<file path="src/rtl/host_mem_fill_axi.sv">
// Multi-line host-memory fill engine: MMIO-programmed, pipelined AW/W bursts.
// Optional HOST_FILL_BRESP_CHECK_EN flags non-OKAY write responses in STATUS.
module host_mem_fill_axi #(
    parameter int DATA_WIDTH      = 512,
    parameter int ADDR_WIDTH      = 48,
    parameter int ID_WIDTH        = 4,
    parameter int MAX_BURST       = 4,
    parameter int MAX_OUTSTANDING = 8
) (
    input  logic                    clk,
    input  logic                    reset,
    input  logic                    mmio_arvalid,
    output logic                    mmio_arready,
    input  logic [15:0]             mmio_araddr,
    input  logic [ID_WIDTH-1:0]     mmio_arid,
    output logic                    mmio_rvalid,
    input  logic                    mmio_rready,
    output logic [63:0]             mmio_rdata,
    output logic [ID_WIDTH-1:0]     mmio_rid,
    input  logic                    mmio_awvalid,
    output logic                    mmio_awready,
    input  logic [15:0]             mmio_awaddr,
    input  logic [ID_WIDTH-1:0]     mmio_awid,
    input  logic                    mmio_wvalid,
    output logic                    mmio_wready,
    input  logic [63:0]             mmio_wdata,
    output logic                    mmio_bvalid,
    input  logic                    mmio_bready,
    output logic [ID_WIDTH-1:0]     mmio_bid,
    output logic [1:0]              mmio_bresp,
    output logic                    mem_awvalid,
    input  logic                    mem_awready,
    output logic [ADDR_WIDTH-1:0]   mem_awaddr,
    output logic [7:0]              mem_awlen,
    output logic [2:0]              mem_awsize,
    output logic [ID_WIDTH-1:0]     mem_awid,
    output logic                    mem_wvalid,
    input  logic                    mem_wready,
    output logic [DATA_WIDTH-1:0]   mem_wdata,
    output logic [DATA_WIDTH/8-1:0] mem_wstrb,
    output logic                    mem_wlast,
    input  logic                    mem_bvalid,
    output logic                    mem_bready,
    input  logic [1:0]              mem_bresp,
    input  logic [ID_WIDTH-1:0]     mem_bid,
    output logic                    mem_arvalid,
    output logic                    mem_rready
);
    localparam int LW    = ADDR_WIDTH - 6;
    localparam int PW    = $clog2(MAX_OUTSTANDING);
    localparam int LANES = DATA_WIDTH / 64;
    localparam logic [63:0] DFH      = 64'h1000_0100_0000_0000;
    localparam logic [63:0] AFU_ID_L = 64'h9f1b_5c3e_a0d2_7e41;
    localparam logic [63:0] AFU_ID_H = 64'h6c4a_d1e8_23b7_4f90;
    localparam logic [1:0] IDLE  = 2'd0;
    localparam logic [1:0] RUN   = 2'd1;
    localparam logic [1:0] DRAIN = 2'd2;

    logic          rd_pend;
    logic [3:0]    rd_sel;
    logic [63:0]   rd_mux;
    logic          aw_held, w_held, wr_fire, start_req;
    logic [3:0]    wr_sel;
    logic [63:0]   wr_data;
    logic [LW-1:0] base_q;
    logic [31:0]   num_q, seed_q;

    logic [1:0]    state;
    logic [LW-1:0] cur_line;
    logic [31:0]   remaining, run_seed, w_idx, acked;
    logic [31:0]   burst, to4k;
    logic [7:0]    w_beat;
    logic [PW:0]   aw_ptr, w_ptr, b_ptr, inflight, w_pend;
    logic [7:0]    lenq [MAX_OUTSTANDING];
    logic [7:0]    w_len, b_len;
    logic [32:0]   acked_sum;
    logic          done_q, err_q, busy;
    logic          aw_fire, w_fire, b_fire;

    assign busy         = (state != IDLE);
    assign mmio_arready = !rd_pend && !mmio_rvalid;
    assign mmio_awready = !aw_held && !mmio_bvalid;
    assign mmio_wready  = !w_held && !mmio_bvalid;
    assign mmio_bresp   = 2'b00;
    assign wr_fire      = aw_held && w_held;
    assign start_req    = wr_fire && (wr_sel == 4'd3);

    always_comb begin
        case (rd_sel)
            4'd0:    rd_mux = DFH;
            4'd1:    rd_mux = AFU_ID_L;
            4'd2:    rd_mux = AFU_ID_H;
            4'd5:    rd_mux = {err_q, busy, done_q, 29'd0, acked};
            default: rd_mux = 64'd0;
        endcase
    end

    always_ff @(posedge clk) begin
        if (reset) begin
            rd_pend     <= 1'b0;
            rd_sel      <= 4'd0;
            mmio_rvalid <= 1'b0;
            mmio_rdata  <= 64'd0;
            mmio_rid    <= '0;
        end else begin
            if (mmio_arvalid && mmio_arready) begin
                rd_pend  <= 1'b1;
                rd_sel   <= mmio_araddr[6:3];
                mmio_rid <= mmio_arid;
            end
            if (rd_pend) begin
                rd_pend     <= 1'b0;
                mmio_rvalid <= 1'b1;
                mmio_rdata  <= rd_mux;
            end
            if (mmio_rvalid && mmio_rready) mmio_rvalid <= 1'b0;
        end
    end

    // Address and data are captured independently; the register commits
    // in the same edge that raises bvalid.
    always_ff @(posedge clk) begin
        if (reset) begin
            aw_held     <= 1'b0;
            w_held      <= 1'b0;
            wr_sel      <= 4'd0;
            wr_data     <= 64'd0;
            mmio_bvalid <= 1'b0;
            mmio_bid    <= '0;
            base_q      <= '0;
            num_q       <= 32'd0;
            seed_q      <= 32'd0;
        end else begin
            if (mmio_awvalid && mmio_awready) begin
                aw_held  <= 1'b1;
                wr_sel   <= mmio_awaddr[6:3];
                mmio_bid <= mmio_awid;
            end
            if (mmio_wvalid && mmio_wready) begin
                w_held  <= 1'b1;
                wr_data <= mmio_wdata;
            end
            if (wr_fire) begin
                aw_held     <= 1'b0;
                w_held      <= 1'b0;
                mmio_bvalid <= 1'b1;
                case (wr_sel)
                    4'd0:    base_q <= wr_data[LW-1:0];
                    4'd1:    num_q  <= wr_data[31:0];
                    4'd2:    seed_q <= wr_data[31:0];
                    default: ;
                endcase
            end
            if (mmio_bvalid && mmio_bready) mmio_bvalid <= 1'b0;
        end
    end

    // One pointer ring holds every burst length; W and B consume it in order.
    assign inflight = aw_ptr - b_ptr;
    assign w_pend   = aw_ptr - w_ptr;
    assign w_len    = lenq[w_ptr[PW-1:0]];
    assign b_len    = lenq[b_ptr[PW-1:0]];

    always_comb begin
        burst = (remaining < 32'(MAX_BURST)) ? remaining : 32'(MAX_BURST);
        to4k  = 32'd64 - {26'd0, cur_line[5:0]};
        if (to4k < burst) burst = to4k;
    end

    assign mem_awvalid = (state == RUN) &&
                         (inflight < (PW+1)'(MAX_OUTSTANDING));
    assign mem_awaddr  = {cur_line, 6'd0};
    assign mem_awlen   = 8'(burst - 32'd1);
    assign mem_awsize  = 3'b110;
    assign mem_awid    = '0;
    assign mem_wvalid  = (w_pend != '0);
    assign mem_wlast   = (w_beat == w_len);
    assign mem_wstrb   = '1;
    assign mem_bready  = 1'b1;
    assign mem_arvalid = 1'b0;
    assign mem_rready  = 1'b1;
    assign aw_fire     = mem_awvalid && mem_awready;
    assign w_fire      = mem_wvalid && mem_wready;
    assign b_fire      = mem_bvalid && (inflight != '0);
    assign acked_sum   = {1'b0, acked} + {25'd0, b_len} + 33'd1;

    always_comb begin
        mem_wdata = '0;
        for (int k = 0; k < LANES; k++)
            mem_wdata[k*64 +: 64] = {run_seed + w_idx, 32'(k)};
    end

    always_ff @(posedge clk) begin
        if (aw_fire) lenq[aw_ptr[PW-1:0]] <= mem_awlen;
    end

    always_ff @(posedge clk) begin
        if (reset) begin
            state     <= IDLE;
            cur_line  <= '0;
            remaining <= 32'd0;
            run_seed  <= 32'd0;
            w_idx     <= 32'd0;
            w_beat    <= 8'd0;
            aw_ptr    <= '0;
            w_ptr     <= '0;
            b_ptr     <= '0;
            acked     <= 32'd0;
            done_q    <= 1'b0;
            err_q     <= 1'b0;
        end else begin
            if (aw_fire) begin
                aw_ptr    <= aw_ptr + 1'b1;
                cur_line  <= cur_line + LW'(burst);
                remaining <= remaining - burst;
                if (remaining == burst) state <= DRAIN;
            end
            if (w_fire) begin
                w_idx <= w_idx + 32'd1;
                if (mem_wlast) begin
                    w_beat <= 8'd0;
                    w_ptr  <= w_ptr + 1'b1;
                end else begin
                    w_beat <= w_beat + 8'd1;
                end
            end
            if (b_fire) begin
                b_ptr <= b_ptr + 1'b1;
                acked <= acked_sum[32] ? 32'hFFFF_FFFF : acked_sum[31:0];
`ifdef HOST_FILL_BRESP_CHECK_EN
                if (mem_bresp != 2'b00) err_q <= 1'b1;
`endif
            end
            if (state == DRAIN && inflight == '0 && w_pend == '0) begin
                state  <= IDLE;
                done_q <= 1'b1;
            end
            if (start_req && state == IDLE) begin
                done_q <= 1'b0;
                err_q  <= 1'b0;
                acked  <= 32'd0;
                w_idx  <= 32'd0;
                if (num_q == 32'd0) begin
                    done_q <= 1'b1;
                end else begin
                    state     <= RUN;
                    cur_line  <= base_q;
                    remaining <= num_q;
                    run_seed  <= seed_q;
                end
            end
        end
    end

    logic unused_ok;
    assign unused_ok = &{1'b0, mmio_araddr, mmio_awaddr, wr_data,
                         mem_bid, mem_bresp};
endmodule

</file>
<file path="config.mk">
export PLATFORM = sky130hd
export DESIGN_NAME = host_mem_fill_axi
export DESIGN_NICKNAME = d
export VERILOG_FILES = /design/src/rtl/host_mem_fill_axi.sv
export SDC_FILE = /design/constraint.sdc
export NUM_CORES = 1
export LEC_CHECK = 0
export CORE_AREA = 2 2 327 329
export CTS_CLUSTER_SIZE = 10
export DETAILED_ROUTE_END_ITERATION = 10
export DIE_AREA = 0 0 329 331
export GPL_TIMING_DRIVEN = 1
export PLACE_DENSITY = 0.59
export SLEW_MARGIN = 5
export SYNTH_ARGS = -nofsm -noshare
export SYNTH_HDL_FRONTEND = slang
export SYNTH_SLANG_ARGS = --single-unit
</file>
<file path="constraint.sdc">
create_clock -name clk -period 11.67 [get_ports clk]
set_input_delay 2.334 -clock clk [delete_from_list [all_inputs] [get_ports clk]]
set_output_delay 2.334 -clock clk [all_outputs]
set_load 0.005 [all_outputs]
</file>
==> out/metrics.cfg, run 1 <==
[global_routing]
antenna_found_initial=7
grt_usage_pct=14.0
grt_pass1_vias=20449
grt_max_degree=191
grt_pass1_wl_um=120000
overflow=0

[floorplan]
die_y_um=331
rows=119
die_area_um2=109000
fp.dieW_um=329
pin_count=844
fp.coreArea_um2=105000
initial_core_util_pct=27.6

[pwr]
leakagePower_nw=12.7
finalPower_mw=3.76
power_density_nw_per_um2=113
peakVddDrop_mv=0.124

[detailed_routing]
drt_first_pass_iters=6
wl_um=81700
antenna_left=0
vias=22691
drc_errors=0
viasPerCell=4.49
drt_iter0_drc=1382
wl_per_cell_um=16.2

[sta]
max_freq_mhz=124
fin_crit_ns=8.04
worst_pin_slew_ns=1.28
final_hold_viol_count=0
slew_viol_final=0
rsz0062_at_grt=no
min_period_over_period_pct=68.9
setup_viol=0
fin_skew_ns=0.0579
slew_headroom_pct=14.2
setup-tns-final_ns=0

[clock_tree]
cts_root_buf=clkbuf_16
cts_tree=built
clock_latency_ns=0.65
clkTransAtPathRegs_ns=0.06
ctsHoldBuffers=0
cts-buffers-inserted=54
cts_resized=0
postCtsSetupBuffers=0
clkSinkCount=471
clock_path_buffers=3
htree_levels=2

[synth]
synth-compound-area-share_pct=15.4
synth.area.mux_share_pct=3.86
synth_top_family_by_area=buffers and inverters
synth-edff-count=64
synth-seq-cells=471
synth_cell_types=89
synth_area_um2=28900
syn_inst=3472
ys_async_sr_fraction_pct=0
yosysSeqAreaShare_pct=34.8
synthFlopType=dfxtp_1
avgSynthCellArea_um2=8.34
synth-simple-area-share_pct=17.4
synthAdderAreaFrac_pct=5.58
synth_xor_area_share_pct=4.75
ys.warnings.count=0

[cells_and_area]
n_antenna_cell=0
final_core_util_pct=31.8
drive_above_1_share_pct=4.43
area_growth_pct=15.3
finish.instance_area_um2=33400
nFillCells=11205
num-nets-final=3889
final_cells=5051

[min_path]
min_path_type=register to register
min_path_cells=2

[placed_design]
port_buffers=447
dp_hpwl_um=59900
dp_cells=4978
place_congestion=0.844
placed_area_um2=31800

[critical_path]
crit_path_end_kind=output port
reg2reg_depth=21
critPathMaxFanout=11
required_ns=9.34
crit_type=register to output port
worstSetupStartpointType=register
cp.arrival_ns=5.71

[status]
status=completed

[run]
maxCapViolations=0

==> where the power goes <==
group	switching, mW	internal [mW]
registers	0.0514	1.68
clock network	0.684	0.873
logic	0.275	0.199
==> cell usage in the layout, fill, tap and decap left out, types with 25 or more instances in the layout <==
cell,Yosys,layout
edfxtp_1,64,64
nand4_1,41,41
o21ai_0,92,92
nand2_1,582,580
a211oi_1,38,38
conb_1,2,397
clkbuf_16,0,54
nor2b_1,37,36
clkdlybuf4s50_1,0,446
mux2i_1,25,25
xnor2_1,86,86
a311oi_1,46,46
nor2_1,200,199
xor2_1,71,71
a31oi_1,29,29
a21o_1,47,47
and3_1,26,26
ha_1,121,121
nand3_1,37,37
dfxtp_1,407,407
a21oi_1,369,369
inv_1,55,55
mux4_2,26,26
nand2b_1,40,40
nor3_1,34,33
==> routing by layer <==
metal / track usage, % / routed length, µm / vias up
met2: 22.7 / 38500 / 526
met1: 19.0 / 37100 / 10777
li1: - / - / 11280
met4: 3.35 / 1620 / 14
met5: 0 / 90 / -
met3: 2.66 / 4360 / 94
==> stage by stage <==
stage               hold WS [ns]  worst slack [ns]
finish                     0.449              3.63
global route               0.466              3.14
CTS                        0.453              3.54
detailed placement         0.444              4.25
global placement           0.442              4.25
floorplan                  0.432              6.06
==> registers in the layout, summed over array words and instances, names as in the netlist, 8 cells and up, named ones only <==
signal and cells:
lenq 64, base_q 42, cur_line 42, wr_data 42
mmio_rdata 39, acked 32, num_q 32, remaining 32
run_seed 32, seed_q 32, w_idx 32, w_beat 8
==> logic make-up (layout without fill, tap and decap cells) <==
group                      after synthesis  count (layout)
and+or+nand+nor                       1111            1111
buffers and inverters                  807             600
AOI/OAI and AO/OA                      730             730
DFF                                    471             471
xor gates and xnor gates               157             157
adders and majority gates              126             126
muxes                                   68              68
other                                    2             397
==> synthesized netlist by cell type (38+ instances only) <==
cell type / instances / area, µm²
inv_1: 55 / 206
nand2_1: 582 / 2180
edfxtp_1: 64 / 1920
a21o_1: 47 / 353
ha_1: 121 / 1510
nor2_1: 200 / 751
nand2b_1: 40 / 250
nand4_1: 41 / 257
o21ai_0: 92 / 460
xor2_1: 71 / 622
dfxtp_1: 407 / 8150
a311oi_1: 46 / 403
clkbuf_1: 138 / 518
a21oi_1: 369 / 1850
a211oi_1: 38 / 285
xnor2_1: 86 / 753
buf_4: 588 / 4410
==> path summary, 6_finish.rpt <==
path	start	end	slack [ns]
worst min register to register	seed_q[28]$_SDFFE_PP0P_	run_seed[28]$_SDFFE_PP0P_	0.45
worst max-delay path	remaining[6]$_SDFF_PP0_	mem_awlen[2]	3.63
worst max register to register	remaining[6]$_SDFF_PP0_	cur_line[41]$_SDFF_PP0_	5.24
worst min-delay path	seed_q[28]$_SDFFE_PP0P_	run_seed[28]$_SDFFE_PP0P_	0.45
==> critical path, cell delays in order (launching register included) <==
cell and delay (ns):
dfxtp_1 0.32, nor4_1 0.42, nand2_1 0.17, nor4_4 0.53, nand2_1 0.11, ha_1 0.30
o21ai_0 0.08, nand2b_1 0.09, o221ai_1 0.17, a21oi_1 0.09, nor2b_1 0.55, nand2_1 0.10
o21ai_0 0.18, inv_1 0.27, ha_1 0.32, xnor2_1 0.68, clkdlybuf4s50_1 0.68
==> final cells by class <==
class,count,area [µm²],area share (%)
sequential,471,10100,30.2
clock inverter,5,119,0.356
tap,1391,1740,5.22
clock buffer,68,1420,4.27
multi-input combinational,2589,15100,45.3
timing repair buffer,472,4690,14.1
inverter,55,206,0.619
Power figures use the tool's default switching activity.
==> run 2, diff against run 1 <==
Settings changed: CORE_AREA 2 2 327 329 to 2 2 330 332, DIE_AREA 0 0 329 331 to 0 0 332 334, PLACE_DENSITY 0.59 to 0.58.
Clock period 11.67 ns to 8.2 ns, I/O delays scaled along.
==> run 2 against run 1 <==
  * Clock power grew 44%
  * First-iteration DRC count fell by 4.2%
  * Routed wire length grew 0.67%
  * Clock skew fell by 0.014 ns
  * Largest power group unchanged
==> out/metrics.cfg, run 2 (synthesis gave the netlist of run 1 again) <==
[status]
status=completed

[min_path]
min_path_type=register to register
min-delay-start=wr_data[38]$_SDFFE_PP0P_

[floorplan]
rows=121  ; +1.7%
fp.coreArea_um2=108000  ; +2.7%
fp.dieW_um=332  ; +0.91%
pin_count=844  ; unchanged
die_y_um=334  ; +0.91%
initial_core_util_pct=26.9  ; -0.72 points
die_area_um2=111000  ; +1.8%

[sta]
fin_skew_ns=0.0438  ; -0.0141 ns
fin_crit_ns=7.23
max_freq_mhz=138
min_period_over_period_pct=88.2
setup-tns-final_ns=0  ; unchanged
setup_viol=0  ; unchanged
final_hold_viol_count=0  ; unchanged
rsz0062_at_grt=no
worst_pin_slew_ns=1.23  ; -0.0516 ns
slew_headroom_pct=17.6  ; +3.5 points
slew_viol_final=0  ; unchanged

[clock_tree]
ctsHoldBuffers=0  ; unchanged
postCtsSetupBuffers=0  ; unchanged
htree_levels=2  ; unchanged
clock_latency_ns=0.64  ; about the same
cts_tree=built
clkTransAtPathRegs_ns=0.06  ; about the same
cts_root_buf=clkbuf_16
cts-buffers-inserted=55  ; +1.9%
cts_resized=0  ; unchanged
clkSinkCount=471  ; unchanged
clock_path_buffers=3  ; unchanged

[critical_path]
worstSetupEndpoint=mem_awlen[2]
crit_type=register to output port
reg2reg_depth=20  ; -4.8%
crit_path_end_kind=output port
critPathMaxFanout=11  ; unchanged
crit_start=remaining[17]$_SDFF_PP0_
required_ns=6.56  ; -2.78 ns
r2r_start=remaining[17]$_SDFF_PP0_
rrSetupSlack_ns=1.86  ; -3.38 ns
rr_endpoint=cur_line[41]$_SDFF_PP0_
worstSetupStartpointType=register
cp.arrival_ns=5.59  ; -0.12 ns

[global_routing]
grt_pass1_wl_um=124000  ; +3.5%
antenna_found_initial=1  ; -6
grt_usage_pct=14.0  ; +0.082 points
grt_pass1_vias=20895  ; +2.2%
overflow=0  ; unchanged
grt_max_degree=145  ; -24%

[pwr]
power_density_nw_per_um2=161  ; +43%
peakVddDrop_mv=0.157  ; +27%
finalPower_mw=5.37  ; +43%
leakagePower_nw=12.7  ; about the same

[placed_design]
place_congestion=0.849  ; +0.60%
placed_area_um2=31800  ; about the same
port_buffers=447  ; unchanged
dp_hpwl_um=60500  ; +0.98%

[run]
maxCapViolations=0  ; unchanged

[cells_and_area]
num-nets-final=3886  ; -0.077%
drive_above_1_share_pct=4.51  ; +0.081 points
area_growth_pct=15.4
largest_reg_flops=64  ; unchanged
final_common_cell=nand2_1
nFillCells=11500  ; +2.6%
final_cell_mix=nand2_1 (580), clkdlybuf4s50_1 (446), dfxtp_1 (407)
finish.instance_area_um2=33400  ; +0.14%

[detailed_routing]
vias=22638  ; -0.23%
wl_per_cell_um=16.2  ; +0.16%
antenna_left=0  ; unchanged
drt_iter0_drc=1324  ; -4.2%
wl_um=82300  ; +0.67%
drc_errors=0  ; unchanged
viasPerCell=4.46  ; -0.74%
drt_first_pass_iters=5  ; -1

## run 2: changes by cell type in the layout (fill, tap and decap cells not counted), sizes merged
cell    delta
diode      +2
clkinv     +2
buf        -4
clkbuf     +3
## run 2: metal layers
layer / vias to the layer above / wire length (µm) / global-route usage (%)
li1: 11292 / - / -
met1: 10703 / 38300 / 19.3
met5: - / 12 / 0
met4: 2 / 1640 / 3.37
met3: 88 / 3910 / 2.34
met2: 553 / 38400 / 22.9
## run 2: layout make-up
class	count	area (µm²)	share of cell area, %
Inverter	55	206	0.618
Timing Repair Buffer	468	4650	13.9
Sequential cell	471	10100	30.1
Multi-Input combinational cell	2589	15100	45.3
Tap cell	1414	1770	5.30
Clock buffer	71	1450	4.33
Antenna cell	2	5.00	0.0150
Clock inverter	7	129	0.386
## run 2: where the power goes
part	leakage (nW)	switching, mW	internal [mW]
clock	0.761	0.978	1.26
combinational	8.08	0.370	0.281
sequential	3.86	0.0933	2.39
## run 2: worst min-delay path by stage
stage | endpoint | depth (start not counted) | slack [ns]
3_3_place_gp | mmio_rid[0]$_SDFFE_PP0P_ | 2 | 0.44
2_1_floorplan | base_q[32]$_SDFFE_PP0P_ | 2 | 0.43
3_5_place_dp | base_q[38]$_SDFFE_PP0P_ | 2 | 0.44
5_1_grt | run_seed[10]$_SDFFE_PP0P_ | 2 | 0.47
6_report | base_q[38]$_SDFFE_PP0P_ | 2 | 0.45
4_1_cts | run_seed[12]$_SDFFE_PP0P_ | 2 | 0.45
## run 2: critical path, cell delays in order (launching register included)
cell             delay, ns
dfxtp_1               0.34
nor4_1                0.31
nand2_1               0.16
nor4_4                0.55
nand2_1               0.11
ha_1                  0.30
o21ai_0               0.08
nand2b_1              0.09
o221ai_1              0.17
a21oi_1               0.09
nor2b_1               0.53
nand2_1               0.10
o21ai_0               0.18
inv_1                 0.28
ha_1                  0.33
xnor2_1               0.64
clkdlybuf4s50_1       0.67
## run 2: metrics by stage
stage | utilization [%] | worst slack [ns] | instances | hold WS (ns)
after floorplan | - | 3.28 | 3867 | 0.432
after global placement | 29.5 | 1.61 | 4997 | 0.442
after detailed placement | 29.5 | 1.56 | 4997 | 0.445
after CTS | 31.0 | 0.881 | 5075 | 0.451
after global routing | 31.0 | 0.441 | 5075 | 0.469
final | 31.0 | 0.969 | 5077 | 0.451
